**config.mk**
```make
export PLATFORM = sky130hd
export DESIGN_NAME = bin2bcd_seq
export DESIGN_NICKNAME = d
export VERILOG_FILES = /design/src/rtl/bin2bcd_seq.sv
export SDC_FILE = /design/constraint.sdc
export NUM_CORES = 1
export LEC_CHECK = 0
export CAP_MARGIN = 15
export CORE_MARGIN = 1
export CORE_UTILIZATION = 56
export CTS_BUF_LIST = sky130_fd_sc_hd__clkbuf_16
export DETAILED_ROUTE_END_ITERATION = 8
export GPL_ROUTABILITY_DRIVEN = 0
export HOLD_SLACK_MARGIN = 0.08
export PLACE_DENSITY = 0.81
export RECOVER_POWER = 100
export SYNTH_ARGS = -nofsm -noshare
export SYNTH_HDL_FRONTEND = slang
export SYNTH_SLANG_ARGS = --single-unit
```
**constraint.sdc**
```tcl
create_clock -name clk -period 3.9 [get_ports clk]
set_input_delay 0.78 -clock clk [delete_from_list [all_inputs] [get_ports clk]]
set_output_delay 0.78 -clock clk [all_outputs]
set_load 0.02 [all_outputs]
```
**src/rtl/bin2bcd_seq.sv**
```systemverilog
// -----------------------------------------------------------------------------
// bin2bcd_seq
// Iterative shift-and-add-3 (double-dabble) binary to packed BCD converter.
// One input bit is consumed per clock, so the combinational path is only one
// 4-bit "add 3" per digit. A conversion takes W+2 cycles from start to the
// next accepted start.
//
// Optional feature macro: BIN2BCD_BLANK_EN
//   When defined, adds blank_mask, which flags leading-zero digits so the
//   display driver can blank them. Digit 0 is never blanked.
//
// Ports:
//   clk        in   system clock
//   resetn     in   asynchronous active-low reset
//   start      in   conversion request, sampled only while idle
//   bin        in   [W-1:0] unsigned binary value, sampled on the accepting edge
//   busy       out  high while a conversion is in progress
//   done       out  one-cycle pulse; bcd carries the new result from then on
//   bcd        out  [4*DIGITS-1:0] packed BCD, digit 0 in [3:0]
//   blank_mask out  [DIGITS-1:0] 1 = leading-zero digit (BIN2BCD_BLANK_EN only)
// -----------------------------------------------------------------------------
module bin2bcd_seq #(
   parameter int W      = 16,
   parameter int DIGITS = 5
) (
   input  logic                  clk,
   input  logic                  resetn,
   input  logic                  start,
   input  logic [W-1:0]          bin,
   output logic                  busy,
   output logic                  done,
   output logic [4*DIGITS-1:0]   bcd
`ifdef BIN2BCD_BLANK_EN
   ,
   output logic [DIGITS-1:0]     blank_mask
`endif
);

   localparam int CNT_W = $clog2(W + 1);
   localparam int BW    = 4 * DIGITS;

   typedef enum logic [1:0] {
      S_IDLE,
      S_SHIFT,
      S_FINISH
   } state_t;

   // Add 3 to every digit that is 5 or more, so the following left shift
   // carries correctly into the next decimal digit.
   function automatic logic [BW-1:0] dabble_adjust(input logic [BW-1:0] s);
      logic [BW-1:0] r;
      r = s;
      for (int i = 0; i < DIGITS; i++) begin
         if (s[4*i +: 4] >= 4'd5) begin
            r[4*i +: 4] = s[4*i +: 4] + 4'd3;
         end
      end
      return r;
   endfunction

`ifdef BIN2BCD_BLANK_EN
   localparam logic [DIGITS-1:0] MASK_RST = {{(DIGITS-1){1'b1}}, 1'b0};

   // Bit i is set when digit i and every digit above it are zero; bit 0 stays
   // clear so a zero result still shows a single "0".
   function automatic logic [DIGITS-1:0] lead_zero_mask(input logic [BW-1:0] s);
      logic [DIGITS-1:0] m;
      logic              z;
      m = '0;
      z = 1'b1;
      for (int i = DIGITS - 1; i >= 1; i--) begin
         z    = z & (s[4*i +: 4] == 4'd0);
         m[i] = z;
      end
      return m;
   endfunction

   logic [DIGITS-1:0] r_blank_mask;
   assign blank_mask = r_blank_mask;
`endif

   state_t            r_state;
   logic [W-1:0]      r_shift;
   logic [BW-1:0]     r_scratch;
   logic [CNT_W-1:0]  r_count;
   logic              r_busy;
   logic              r_done;
   logic [BW-1:0]     r_bcd;

   logic [BW-1:0]     w_adj;

   assign w_adj = dabble_adjust(r_scratch);

   assign busy  = r_busy;
   assign done  = r_done;
   assign bcd   = r_bcd;

   always_ff @(posedge clk or negedge resetn) begin
      if (!resetn) begin
         r_state   <= S_IDLE;
         r_shift   <= '0;
         r_scratch <= '0;
         r_count   <= '0;
         r_busy    <= 1'b0;
         r_done    <= 1'b0;
         r_bcd     <= '0;
`ifdef BIN2BCD_BLANK_EN
         r_blank_mask <= MASK_RST;
`endif
      end else begin
         r_done <= 1'b0;
         case (r_state)
            S_IDLE: begin
               if (start) begin
                  r_shift   <= bin;
                  r_scratch <= '0;
                  r_count   <= CNT_W'(W);
                  r_busy    <= 1'b1;
                  r_state   <= S_SHIFT;
               end
            end
            S_SHIFT: begin
               // Adjust first, then shift the next binary MSB into digit 0.
               r_scratch <= {w_adj[BW-2:0], r_shift[W-1]};
               r_shift   <= {r_shift[W-2:0], 1'b0};
               r_count   <= r_count - CNT_W'(1);
               if (r_count == CNT_W'(1)) begin
                  r_state <= S_FINISH;
               end
            end
            S_FINISH: begin
               r_bcd   <= r_scratch;
               r_done  <= 1'b1;
               r_busy  <= 1'b0;
               r_state <= S_IDLE;
`ifdef BIN2BCD_BLANK_EN
               r_blank_mask <= lead_zero_mask(r_scratch);
`endif
            end
            default: begin
               r_busy  <= 1'b0;
               r_state <= S_IDLE;
            end
         endcase
      end
   end

endmodule

```
==> results_dict.tcl, run 1 <==
set metrics [dict create \
    run_status "finished, final reports clean" \
    n_antenna_cell 0 \
    max-slew-margin-rel 0.0646 \
    post_cts_resized 0 \
    power_frac_seq 0.381 \
    ctsLongestPathBuffers 2 \
    die_area_um2 5750 \
    internal-power_uw 1860 \
    p_clk_frac 0.230 \
    cts_made_buffers 9 \
    place_hpwl_um 3830 \
    gr-total-overflow 0 \
    synth_enable_flop_cells 0 \
    areaGrowthSynthToFinish_pct 21.7 \
    routed_wire_length_per_instance_um 14.7 \
    detail-route-antenna-nets 0 \
    synth.yosys.seq_area_share 0.533 \
    leakagePower_uw 0.00165 \
    critical_path.reg2reg.endpoint "bcd[14]$_DFFE_PN0P_" \
    placement_rows 26 \
    cap_violations 0 \
    cts.htree.levels 3 \
    synthCells 302 \
    core_um2 5170 \
    antenna_found_initial 0 \
    grt_util_all_layers 0.237 \
    final_critical_delay_including_setup_and_external_delays_ps 2520 \
    cts_tree "yes" \
    swShare 0.383 \
    rsz_0062_raised_after_global_routing "false" \
    report.final.slew_viol_count 0 \
    critical_path_source_type "input port" \
    power.density_nw_per_um2 810 \
    critical_path.top_delay_family "buffers and inverters" \
    detail_route.vias_per_cell 5.78 \
    layout.nets 372 \
    maxClockFrequency_ghz 0.398 \
    worst_r2r_path_depth 3 \
    hold_violations 0 \
    first_global_vias 2144 \
    power.switching_uw 1150 \
    crit_path_max_fanout 27 \
    ys_seq_elements 65 \
    syn-num-nets 333 \
    crit_path_end_kind "async pin" \
    cts_setup_buffers 0 \
    synthArstFlopShare 1.00 \
    drt_iter0_drc 128 \
    irDropWorstVdd_v 0.000426 \
    postSynth.topFlopCell "sky130_fd_sc_hd__dfrtp_1" \
    timing.critical_path.mode_cell "sky130_fd_sc_hd__clkbuf_1" \
    setup.reg_to_reg.worst_slack_ps 1480 \
    worst_setup_hold_path_clk_slew_ps 50 \
    postSynthAreaPerCell_um2 10.1 \
    route.vias.total 2403 \
    final-setup-viol-count 0 \
    commonest_non_fill_non_tap_cell_in_the_layout "sky130_fd_sc_hd__dfrtp_1" \
    worstHoldPathType "flop to flop" \
    grt_start_max_net_pins 50 \
    cts_hold_buffers 0 \
    worst_slew_pin_slew_ps 1400 \
    die_w_um 75.8 \
    tritoncts_num_sinks 65 \
    critical-path-max-stage-delay_ps 1090 \
    yosys_warnings 0 \
    worstHoldPathCells 2 \
    remaining_routing_drc_violations 0 \
    final_layout_size_suffix_gt1_frac 0.0405 \
    fin_tns_setup_ps 0 \
    finalClockSkew_ps 5.33 \
    post_synth_num_cell_types 35 \
    floorplan.initialDensity 0.590 \
    cp.arrival_ps 2720 \
    final_cell_area_um2 3720 \
    pin_count 41 \
    critical_path_required_ps 4100 \
    synthesis.area_um2 3050 \
    critical_path.slowest_cell "sky130_fd_sc_hd__clkbuf_1" \
    die_height_um 75.8 \
    hp-start "bcd[7]$_DFFE_PN0P_" \
    mostFrequentLayoutCells "sky130_fd_sc_hd__dfrtp_1 (65), sky130_fd_sc_hd__nand2_1 (49), sky130_fd_sc_hd__o21ai_0 (43), sky130_fd_sc_hd__inv_1 (27), sky130_fd_sc_hd__dlygate4sd3_1 (23)" \
    combPwrFrac 0.390 \
    timing_worst_setup_path_type "input port to async pin" \
    timing.critical_path.cells "clkbuf_1 -> clkbuf_1" \
    period_share 0.645 \
    grt_pass1_wl_um 9920 \
    drt-pass1-iter-count 5 \
    fillers 402 \
    reg2reg_from "r_state[0]$_DFFE_PN0P_" \
    worstSkewPairLatency_ps 330 \
    worstHoldEndpoint "bcd[7]$_DFFE_PN0P_" \
    count_of_buffers_from_port_buffering 40 \
    cell_area_reported_after_detailed_placement_um2 3470 \
    worst-path-buf-inv 2 \
    clock-root-buffer "sky130_fd_sc_hd__clkbuf_16" \
    finalWirelength_um 6100 \
]
metrics by stage:
stage | setup slack, ps | power (uW) | utilization | cells | hold slack (ps)
floorplan | 2390 | 1970 | - | 302 | 449
global placement | 1460 | 2310 | 0.671 | 399 | 460
detailed placement | 1320 | 2360 | 0.671 | 399 | 468
CTS | 1680 | 3070 | 0.721 | 415 | 480
global route | 836 | 3230 | 0.718 | 416 | 492
finish | 1380 | 3010 | 0.718 | 416 | 468
final cells by class:
cell class | count | area, um2 | share of cell area
Multi-Input combinational cell | 195 | 1240 | 0.333
Clock buffer | 9 | 225 | 0.0606
Timing Repair Buffer | 45 | 417 | 0.112
Tap cell | 70 | 87.6 | 0.0236
Sequential cell | 65 | 1630 | 0.438
Clock inverter | 7 | 30.0 | 0.00808
Inverter | 25 | 93.8 | 0.0253
synthesized netlist by cell type, drive strengths merged, types with 7 or more instances:
cell	count	area, um2
o2111ai	10	87.6
nand2b	7	43.8
dfrtp	65	1630
nor2b	7	43.8
inv	25	93.8
o21ai	44	220
buf	14	82.6
ha	12	150
nand2	49	184
a22oi	13	97.6
routing by layer:
layer	up-vias	track usage	wire, um
met3	13	0.0410	249
met1	1167	0.305	2720
met5	-	0	0
li1	1157	-	-
met2	66	0.385	3010
met4	0	0.119	116
state kept, by name, indices dropped and copies added (netlist names):
name       flops
busy           1
r_state        2
bcd           20
r_scratch     20
r_shift       16
r_count        5
done           1
power by group through the flow:
stage / combinational [uW] / sequential (uW) / clock, uW
6_report: 1170 / 1150 / 691
2_1_floorplan: 759 / 1210 / 0
3_3_place_gp: 1160 / 1140 / 0
5_1_grt: 1320 / 1180 / 726
3_5_place_dp: 1210 / 1150 / 0
4_1_cts: 1230 / 1150 / 700
how the worst max path moves through the flow:
| stage | start | end | slack (ps) | depth (start not counted) |
|---|---|---|---|---|
| 2_1_floorplan | start | r_scratch[13]$_DFFE_PN0P_ | 2390 | 4 |
| 3_3_place_gp | start | r_shift[15]$_DFFE_PN0P_ | 1460 | 4 |
| 3_5_place_dp | start | r_shift[4]$_DFFE_PN0P_ | 1320 | 4 |
| 4_1_cts | start | r_shift[4]$_DFFE_PN0P_ | 1680 | 4 |
| 5_1_grt | resetn | bcd[0]$_DFFE_PN0P_ | 840 | 2 |
| 6_report | resetn | bcd[1]$_DFFE_PN0P_ | 1380 | 2 |
kinds of logic (layout without fill, tap and decap cells):
group	count (synthesis)	in the layout	synth area share
buffers and inverters	42	86	0.0615
and+or+nand+nor	76	76	0.116
DFF	65	65	0.533
adders and majority gates	12	12	0.0492
muxes	1	1	0.00328
xor gates and xnor gates	4	4	0.0115
AOI/OAI and AO/OA	102	102	0.226
(Power assumes the default switching activity.)
==> inputs of run 2 (changes only) <==
Settings changed: CORE_UTILIZATION 56 to 54, PLACE_DENSITY 0.81 to 0.79.
Clock period 3.9 ns to 2.6 ns, I/O delays scaled along.
==> run 2 against run 1 <==
  * The run now ends with max-capacitance violations, max-slew violations left
  * Worst hold slack improved by 0.53 ps
  * Flip-flop and latch count unchanged
  * Clock skew about the same
  * Worst setup slack got worse by 860 ps
  * Combinational power increased by 52%
  * Critical path type is now flop to flop
==> results_dict.tcl, run 2 (synthesis gave the netlist of run 1 again) <==
set metrics [dict create \
    run_status "finished with violations" \
    violations "max-capacitance violations, max-slew violations" \
    critical-path-max-stage-delay_ps 530 \
    worst_setup_hold_path_clk_slew_ps 50 \
    remaining_routing_drc_violations 0 \
    die_height_um 77.2 \
    crit_path_end_kind "flop" \
    pin_count 41 \
    max-slew-margin-rel -0.0433 \
    critical_path.slowest_cell "sky130_fd_sc_hd__dfrtp_1" \
    drt_iter0_drc 165 \
    cts_tree "yes" \
    period_share 0.800 \
    placement_rows 27 \
    worstSkewPairLatency_ps 320 \
    crit_path_max_fanout 18 \
    antenna_found_initial 0 \
    use_met3 0.0571 \
    die_area_um2 5960 \
    cp.arrival_ps 2280 \
    timing_worst_setup_path_type "flop to flop" \
    cap_violations 1 \
    worstHoldPathType "flop to flop" \
    report.final.slew_viol_count 66 \
    detail-route-antenna-nets 0 \
    commonest_non_fill_non_tap_cell_in_the_layout "sky130_fd_sc_hd__dfrtp_1" \
    final_layout_size_suffix_gt1_frac 0.0494 \
    die_w_um 77.2 \
    count_of_buffers_from_port_buffering 40 \
    cts_hold_buffers 0 \
    worst_slew_pin_slew_ps 1560 \
    gr-total-overflow 0 \
    n_antenna_cell 0 \
    clock-root-buffer "sky130_fd_sc_hd__clkbuf_16" \
    drt-pass1-iter-count 4 \
    whs_ps 468 \
    detail_route.vias_per_cell 5.68 \
    final_critical_delay_including_setup_and_external_delays_ps 2080 \
    power.density_nw_per_um2 1200 \
    total_chip_power_uw 4480 \
    grt.busiest_layer "met2" \
    place.detailed.instances 403 \
    grt_util_all_layers 0.228 \
    hold_violations 0 \
    area_occupied_by_multi_input_gates_um2 1240 \
    grt_start_max_net_pins 66 \
    layout.nets 373 \
    grt_util_met1 0.296 \
    tritoncts_num_sinks 65 \
    cts_made_buffers 9 \
    route.vias.total 2362 \
    areaGrowthSynthToFinish_pct 21.8 \
    finalClockSkew_ps 5.02 \
    critical_path_source_type "flop" \
    sequential_cell_area_um2 1630 \
    post_cts_resized 0 \
    grt_pass1_wl_um 10600 \
    core_um2 5470 \
    maxClockFrequency_ghz 0.481 \
    routed_wire_length_per_instance_um 14.3 \
    ctsLongestPathBuffers 2 \
    cts_setup_buffers 0 \
    instances_no_fill 416 \
    mostFrequentLayoutCells "sky130_fd_sc_hd__dfrtp_1 (65), sky130_fd_sc_hd__nand2_1 (49), sky130_fd_sc_hd__o21ai_0 (44), sky130_fd_sc_hd__inv_1 (27), sky130_fd_sc_hd__dlygate4sd3_1 (23)" \
    leakagePower_uw 0.00166 \
    fin_tns_setup_ps 0 \
    place_hpwl_um 3970 \
    first_global_vias 2327 \
    final_worst_path_setup_slack_ps 520 \
    fillers 461 \
    place_worst_setup_slack_ps 313 \
    finalWirelength_um 5960 \
    rsz_0062_raised_after_global_routing "false" \
    final-setup-viol-count 0 \
    critical_path_required_ps 2800 \
    groute.layer.met2.usage 0.372 \
    timing.critical_path.cells "clkbuf_1 -> o21ba_2 -> o31ai_1 -> a32o_1" \
    floorplan.initialDensity 0.558 \
    irDropWorstVdd_v 0.000608 \
    cts.htree.levels 3 \
]
-- run 2: metal layers --
metal	vias to the layer above	part of all wire	wire length [um]
li1	1150	-	-
met1	1151	0.46	2760
met2	53	0.48	2860
met3	8	0.042	252
met4	0	0.013	76
met5	-	0	0
-- run 2: area by class of cell --
cell class	count	share of cell area
clock buffer	9	0.0606
clock inverter	4	0.00437
inverter	25	0.0252
multi-input combinational	195	0.332
sequential	65	0.437
tap	72	0.0242
timing repair buffer	46	0.116
-- run 2: power breakdown --
group	switching, uW	internal (uW)	leakage [uW]
Clock	378	614	0.000127
Combinational	1030	752	0.000699
Sequential	277	1420	0.000830
Total	1690	2790	0.00166
-- run 2: final timing paths --
check                           slack [ps]                  endpoint  depth (start not counted)                    from
worst max-delay path                   520  r_scratch[7]$_DFFE_PN0P_                          4  r_state[0]$_DFFE_PN0P_
worst min-delay path                   470        bcd[9]$_DFFE_PN0P_                          2      bcd[9]$_DFFE_PN0P_
worst max register to register         520  r_scratch[7]$_DFFE_PN0P_                          4  r_state[0]$_DFFE_PN0P_
worst min register to register         470        bcd[9]$_DFFE_PN0P_                          2      bcd[9]$_DFFE_PN0P_
max in group asynchronous              980        bcd[8]$_DFFE_PN0P_                          2                  resetn
min in group asynchronous              680            done$_DFF_PN0_                          2                  resetn
-- run 2: through the flow --
step	instance area (um2)	util
after floorplan	3050	-
after detailed placement	3490	0.638
after global placement	3490	0.638
after global routing	3720	0.679
final	3720	0.679
after CTS	3730	0.682
-- run 2: critical path, delay by kind of cell, from the launching register on --
| kind | cells | cell delay (ps) |
|---|---|---|
| compound gates | 3 | 890 |
| flops | 1 | 530 |
| buf+inv | 1 | 520 |
